===== src/rtl/i_fetch_prefetch.sv =====
// Instruction-fetch initiator with a small prefetch FIFO feeding the decoder.
// Optional: define BF_IFETCH_STOP_ON_ZERO_EN to halt fetch after a 0x00 byte until redirect.
module i_fetch_prefetch #(
    parameter int unsigned i_addr_width = 16,
    parameter int unsigned fifo_depth   = 4
) (
    input  logic                    clk,
    input  logic                    rst,
    output logic                    i_req,
    output logic [i_addr_width-1:0] i_addr,
    input  logic                    i_ack,
    input  logic [7:0]              i_rdata,
    output logic                    insn_valid,
    output logic [7:0]              insn,
    output logic [i_addr_width-1:0] insn_pc,
    input  logic                    insn_ready,
    input  logic                    redirect,
    input  logic [i_addr_width-1:0] redirect_pc
);

    localparam int unsigned ptr_w = (fifo_depth > 1) ? $clog2(fifo_depth) : 1;
    localparam int unsigned cnt_w = ptr_w + 1;

    typedef enum logic [1:0] {
        IDLE = 2'd0,
        REQ  = 2'd1,
        GAP  = 2'd2,
        HALT = 2'd3
    } state_t;

    state_t                  state;
    logic [i_addr_width-1:0] fetch_pc;
    logic [7:0]              byte_q [fifo_depth];
    logic [i_addr_width-1:0] pc_q   [fifo_depth];
    logic [ptr_w-1:0]        rd_ptr;
    logic [ptr_w-1:0]        wr_ptr;
    logic [cnt_w-1:0]        count;
    logic [cnt_w-1:0]        count_nxt;
    logic                    push;
    logic                    pop;
    logic                    slot_free;

    always_comb begin
        push      = (state == REQ) && i_ack;
        pop       = insn_valid && insn_ready;
        slot_free = count < cnt_w'(fifo_depth);
        count_nxt = count + cnt_w'(push) - cnt_w'(pop);
    end

    assign insn    = byte_q[rd_ptr];
    assign insn_pc = pc_q[rd_ptr];

    // Fetch FSM and FIFO bookkeeping; redirect outranks everything but reset.
    always_ff @(posedge clk) begin
        if (rst) begin
            state      <= IDLE;
            i_req      <= 1'b0;
            i_addr     <= '0;
            fetch_pc   <= '0;
            rd_ptr     <= '0;
            wr_ptr     <= '0;
            count      <= '0;
            insn_valid <= 1'b0;
        end else if (redirect) begin
            state      <= GAP;
            i_req      <= 1'b0;
            fetch_pc   <= redirect_pc;
            rd_ptr     <= '0;
            wr_ptr     <= '0;
            count      <= '0;
            insn_valid <= 1'b0;
        end else begin
            count      <= count_nxt;
            insn_valid <= (count_nxt != '0);
            if (push) wr_ptr <= wr_ptr + ptr_w'(1);
            if (pop)  rd_ptr <= rd_ptr + ptr_w'(1);
            case (state)
                IDLE: begin
                    if (slot_free) begin
                        state  <= REQ;
                        i_req  <= 1'b1;
                        i_addr <= fetch_pc;
                    end
                end
                REQ: begin
                    if (i_ack) begin
                        i_req    <= 1'b0;
                        fetch_pc <= fetch_pc + i_addr_width'(1);
`ifdef BF_IFETCH_STOP_ON_ZERO_EN
                        state    <= (i_rdata == 8'h00) ? HALT : GAP;
`else
                        state    <= GAP;
`endif
                    end
                end
                GAP:     state <= IDLE;
                HALT:    state <= HALT;
                default: state <= IDLE;
            endcase
        end
    end

    // Head storage needs no reset: insn_valid qualifies it.
    always_ff @(posedge clk) begin
        if (!rst && !redirect && push) begin
            byte_q[wr_ptr] <= i_rdata;
            pc_q[wr_ptr]   <= i_addr;
        end
    end

endmodule


===== config.mk =====
export PLATFORM = sky130hd
export DESIGN_NAME = i_fetch_prefetch
export DESIGN_NICKNAME = d
export VERILOG_FILES = /design/src/rtl/i_fetch_prefetch.sv
export SDC_FILE = /design/constraint.sdc
export NUM_CORES = 1
export LEC_CHECK = 0
export ABC_AREA = 1
export BUFFER_PORTS_ARGS = -buffer_cell sky130_fd_sc_hd__buf_2
export CORE_MARGIN = 3
export CORE_UTILIZATION = 60
export CTS_CLUSTER_SIZE = 16
export DETAILED_ROUTE_END_ITERATION = 12
export PLACE_DENSITY_LB_ADDON = 0.1
export SLEW_MARGIN = 30
export SYNTH_ARGS = -nofsm -noshare
export SYNTH_HDL_FRONTEND = slang
export SYNTH_SLANG_ARGS = --single-unit

===== constraint.sdc =====
create_clock -name clk -period 3.4 [get_ports clk]
set_input_delay 0.34 -clock clk [delete_from_list [all_inputs] [get_ports clk]]
set_output_delay 0.34 -clock clk [all_outputs]
set_load 0.02 [all_outputs]

---- Word level (Yosys, flattened, before mapping) ----
Memories as Yosys holds them, arrays and structs flattened. A register that Yosys moved wholly into a read port is not among the register bits.
Index checks and enable logic that the tools add are counted.
W data, S select, Z words.
cells by class
  $add $sub $neg .......................... 5
  magnitude comparators ................... 1
  equal/unequal tests ..................... 7
  muxes and demuxes ....................... 16
  bitwise gates (word level) .............. 1
  reductions and logical operators ........ 17
operators by type and width
  kind                     count
  $mux W16                 3
  $add A16 B1 Y16 const B  1
  $mux W2                  7
  $pmux W2 S4              1
  $ne A3 B3 Y1 const B     2
  $reduce_and A2 Y1        3
  $reduce_and A3 Y1        2
  $reduce_bool A2 Y1       3
  $add A2 B1 Y2 const B    2
  $eq A2 B2 Y1 const B     2
  $logic_and A1 B1 Y1      4
  $mux W1                  4
  $ne A2 B2 Y1 const B     2
  $add A3 B1 Y3            1
  $lt A3 B3 Y1 const B     1
  $reduce_bool A3 Y1       1
  $sub A3 B1 Y3            1
  $eq A2 B1 Y1 const B     1
  $logic_not A1 Y1         2
  $logic_not A2 Y1         1
  $pmux W1 S2              1
  $reduce_or A2 Y1         1
  $not A1 Y1               1
storage, ports and cells
  register bits after elaboration ......... 43
  memory bits (writable) .................. 96
  bits of input ports ..................... 29
  memories kept ........................... 2
memories
  memory  depth  bits a word  rd ports  clocked after Yosys merged registers in  write ports  RTL line  source
  pc_q    4      16           1         1                                        1            34        logic [i_addr_width-1:0] pc_q [fifo_depth];
  byte_q  4      8            1         1                                        1            33        logic [7:0] byte_q [fifo_depth];

---- Logic depth before layout (Yosys ltp) ----
  depth in word-level cells ............... 5
  gate-level depth with buffers ........... 14
  depth with buffers taken out ............ 13

---- Least setup slack after synthesis ----
Ideal clock, no wire load.
  path kind ............................... register to register
  start point ............................. reg state[0]
  end point ............................... mem byte_q[0][0] (enable)
  setup time .............................. 405 ps
  arrival time ............................ 1894 ps
  data required time ...................... 2995 ps
  setup slack ............................. 1101 ps
  stages on the path, launching flop included .. 6
  cells stage by stage .................... dfxtp_1 -> ha_1 -> nand2_2 -> inv_1 -> nand2_1 -> nor2_1
on the way
  longest elaborated chain between the ends .. 5
ends and longest elaborated chain
  item                           RTL line  source
  start: declaration             31        state_t state;
  start signal: assignment       56        state <= IDLE;
  start signal: assignment       65        state <= GAP;
  start signal: assignment       80        state <= REQ;
  $eq A2 B1 Y1                   44        push = (state == REQ) && i_ack;
  $logic_and A1 B1 Y1            44
  $logic_and A1 B1 Y1            105       if (!rst && !redirect && push) begin
  $mux W1                        105
  $mux W1 (implied by the code)  106       byte_q[wr_ptr] <= i_rdata;
  end: declaration               33
Every way passes these cells.

==> qor.yml <==
grt_max_degree: 49
ys_ff_latch: 141
slowest_stage: "inv_1"
synth_edf_count: 96
slowest_delay_ns: 0.59
netlist_instances: 537
start_kind: "flop"
syn_nets: 576
io_pins: 71
first_iter_violations: 269
cp.arrival_ns: 2.27
drc: 0
cp_top_family: "buffers and inverters"
cts_tree: "yes"
drt-total-wl_um: 11900
ctsResizeCount: 0
antenna_found_initial: 0
hold_viol_final: 0
finalCriticalPeriod_ns: 2.61
ys_warn_count: 0
crit_type: "reg2out"
yosysSeqAreaShare_pct: 65.4
ant_nets: 0
netlist_area_um2: 5790
relSlewSlack_pct: 45.3
diodes: 0
start_util_pct: 62.1
leakagePower_nw: 2.67
avgSynthCellArea_um2: 10.8
clock_skew_ns: 0.00899
final-setup-viol-count: 0
htree_levels: 4
rows: 35
die_h_um: 104
rsz0062_at_grt: "false"
status: "complete, no violations"
cts_sinks: 141
end_kind: "output pin"
fmax_mhz: 384
clk_pin_slew_ns: 0.06
die_area_um2: 10900
grt_pass1_wl_um: 19700
path_buf_inv: 3
crit_path_cell_trace: "inv_1 -> buf_4 -> o21ai_0 -> o22ai_1 -> buf_2"
hp-class: "in2reg"
postCtsSetupBuffers: 0
overflow: 0
port_buffers: 70
final_nets: 649
area_growth_syn_to_layout_pct: 18.7
coreArea_um2: 9330
grt_pass1_vias: 4011
grt.total_usage_pct: 23.0
clock_tree.root_cell: "clkbuf_8"
powerDensity_nw_per_um2: 583
crit_required_ns: 3.06
ys_types: 35
dpl.hpwl_um: 7470
peakVddDrop_v: 0.000339
finalWeightedCongestion: 0.871
synthArstFlopShare_pct: 0
ys_dominant_reg_cell: "edfxtp_1"
cts_buffers: 17
fin_crit_sh_pct: 76.7
max_cap_violations: 0
final_cells: 752
vias: 4120
first_pass_iters: 5
holdBufCountCts: 0
dp.cells: 720
wl_per_cell_um: 15.9
worstMarginPinSlew_ns: 0.819
drv_slew: 0
tns_ns: 0
drive_gt1_share_pct: 21.8
viasPerCell: 5.48
crit_fanout: 28
die_x_um: 104
clk_latency_ns: 0.51
clockBufferDepth: 2
-- placed cells by master (no fill, tap or decap), types with 2 or more instances in the layout --
master and count:
clkbuf_16 16, nand3_1 16, nand4_1 5, xnor2_1 2, o21ai_1 4, nand2_2 6, a21oi_1 29, bufinv_16 4
nor2_2 7, nor2_1 68, edfxtp_1 96, nand2_4 2, dfxtp_1 45, a31oi_1 3, nor2_4 5, inv_1 47
buf_2 70, o22ai_1 24, clkinvlp_4 2, clkbuf_1 2, nor3_1 2, xor2_1 3, ha_1 9, inv_2 2
o21ai_0 81, buf_4 8, nand2_1 46, nor3_2 2, clkinv_4 5
-- metal layers --
| layer | up-vias | routed length [µm] | track usage [%] |
|---|---|---|---|
| met1 | 1941 | 5110 | 29.7 |
| met4 | 0 | 129 | 7.69 |
| met2 | 139 | 6000 | 38.2 |
| li1 | 2025 | - | - |
| met5 | - | 0 | 0 |
| met3 | 15 | 717 | 6.02 |
-- metrics by stage --
stage                     worst slack, ns  power (W)  utilization (%)  area [µm²]  hold slack (ns)
after detailed placement            0.979    0.00215             67.1        6260            0.485
after global routing                0.649    0.00415             73.6        6870           0.0216
after floorplan                      1.10    0.00207                -        5790            0.439
after CTS                           0.778    0.00402             73.6        6870           0.0176
final                               0.794    0.00400             73.6        6870           0.0382
after global placement               1.08    0.00214             67.1        6260            0.452
-- area by class of cell --
class,instances,area [µm²]
multi-input combinational,323,1720
sequential,141,3780
fill,637,2460
inverter,49,184
clock buffer,19,422
tap,129,161
timing repair buffer,78,410
clock inverter,13,191
-- power by group --
group	switching (W)	leakage, nW	internal, W	total (W)
clock network	0.000686	0.290	0.00120	0.00188
registers	0.0000451	1.24	0.00188	0.00192
logic	0.000131	1.14	0.0000673	0.000198
-- synth_stat cells, types with 3 or more instances --
cell / count / share of area, %
a21oi_1: 29 / 2.5
nor2_2: 3 / 0.32
nand2_1: 46 / 3.0
dfxtp_1: 45 / 16
buf_2: 12 / 1.0
edfxtp_1: 96 / 50
a31oi_1: 3 / 0.32
nor2_4: 5 / 0.97
o21ai_0: 81 / 7.0
xor2_1: 3 / 0.45
nand3_1: 16 / 1.4
inv_1: 47 / 3.0
o22ai_1: 24 / 2.6
nor2_1: 72 / 4.7
ha_1: 9 / 1.9
o21ai_1: 4 / 0.35
clkbuf_1: 9 / 0.58
nand2_2: 6 / 0.65
nand4_1: 5 / 0.54
-- worst paths after layout --
kind | depth (start not counted) | startpoint | slack [ns] | endpoint
setup / recovery | 5 | flop | 0.79 | insn_pc[13]
hold / removal | 1 | i_rdata[6] | 0.04 | byte_q[0][6]$_DFFE_PP_
setup reg to reg | 13 | state[1]$_SDFFE_PP0P_ | 0.99 | insn_valid$_SDFF_PP0_
hold reg to reg | 2 | state[1]$_SDFFE_PP0P_ | 0.49 | state[1]$_SDFFE_PP0P_
-- logic make-up after synthesis --
group                      Yosys count  share of synthesized area [%]
AOI/OAI and AO/OA                  147                           13.7
xor gates and xnor gates             5                          0.757
adders and majority gates           10                           2.29
buffers and inverters               73                           5.17
DFF                                141                           65.4
and+or+nand+nor                    161                           12.7
-- state kept, by name, summed over array words and instances, names as in the netlist, named ones only --
name / count
count: 3
insn_valid: 1
state: 2
byte_q: 32
i_req: 1
i_addr: 16
wr_ptr: 2
fetch_pc: 16
rd_ptr: 2
pc_q: 64
Note: power is estimated with default switching activity, not from simulation.
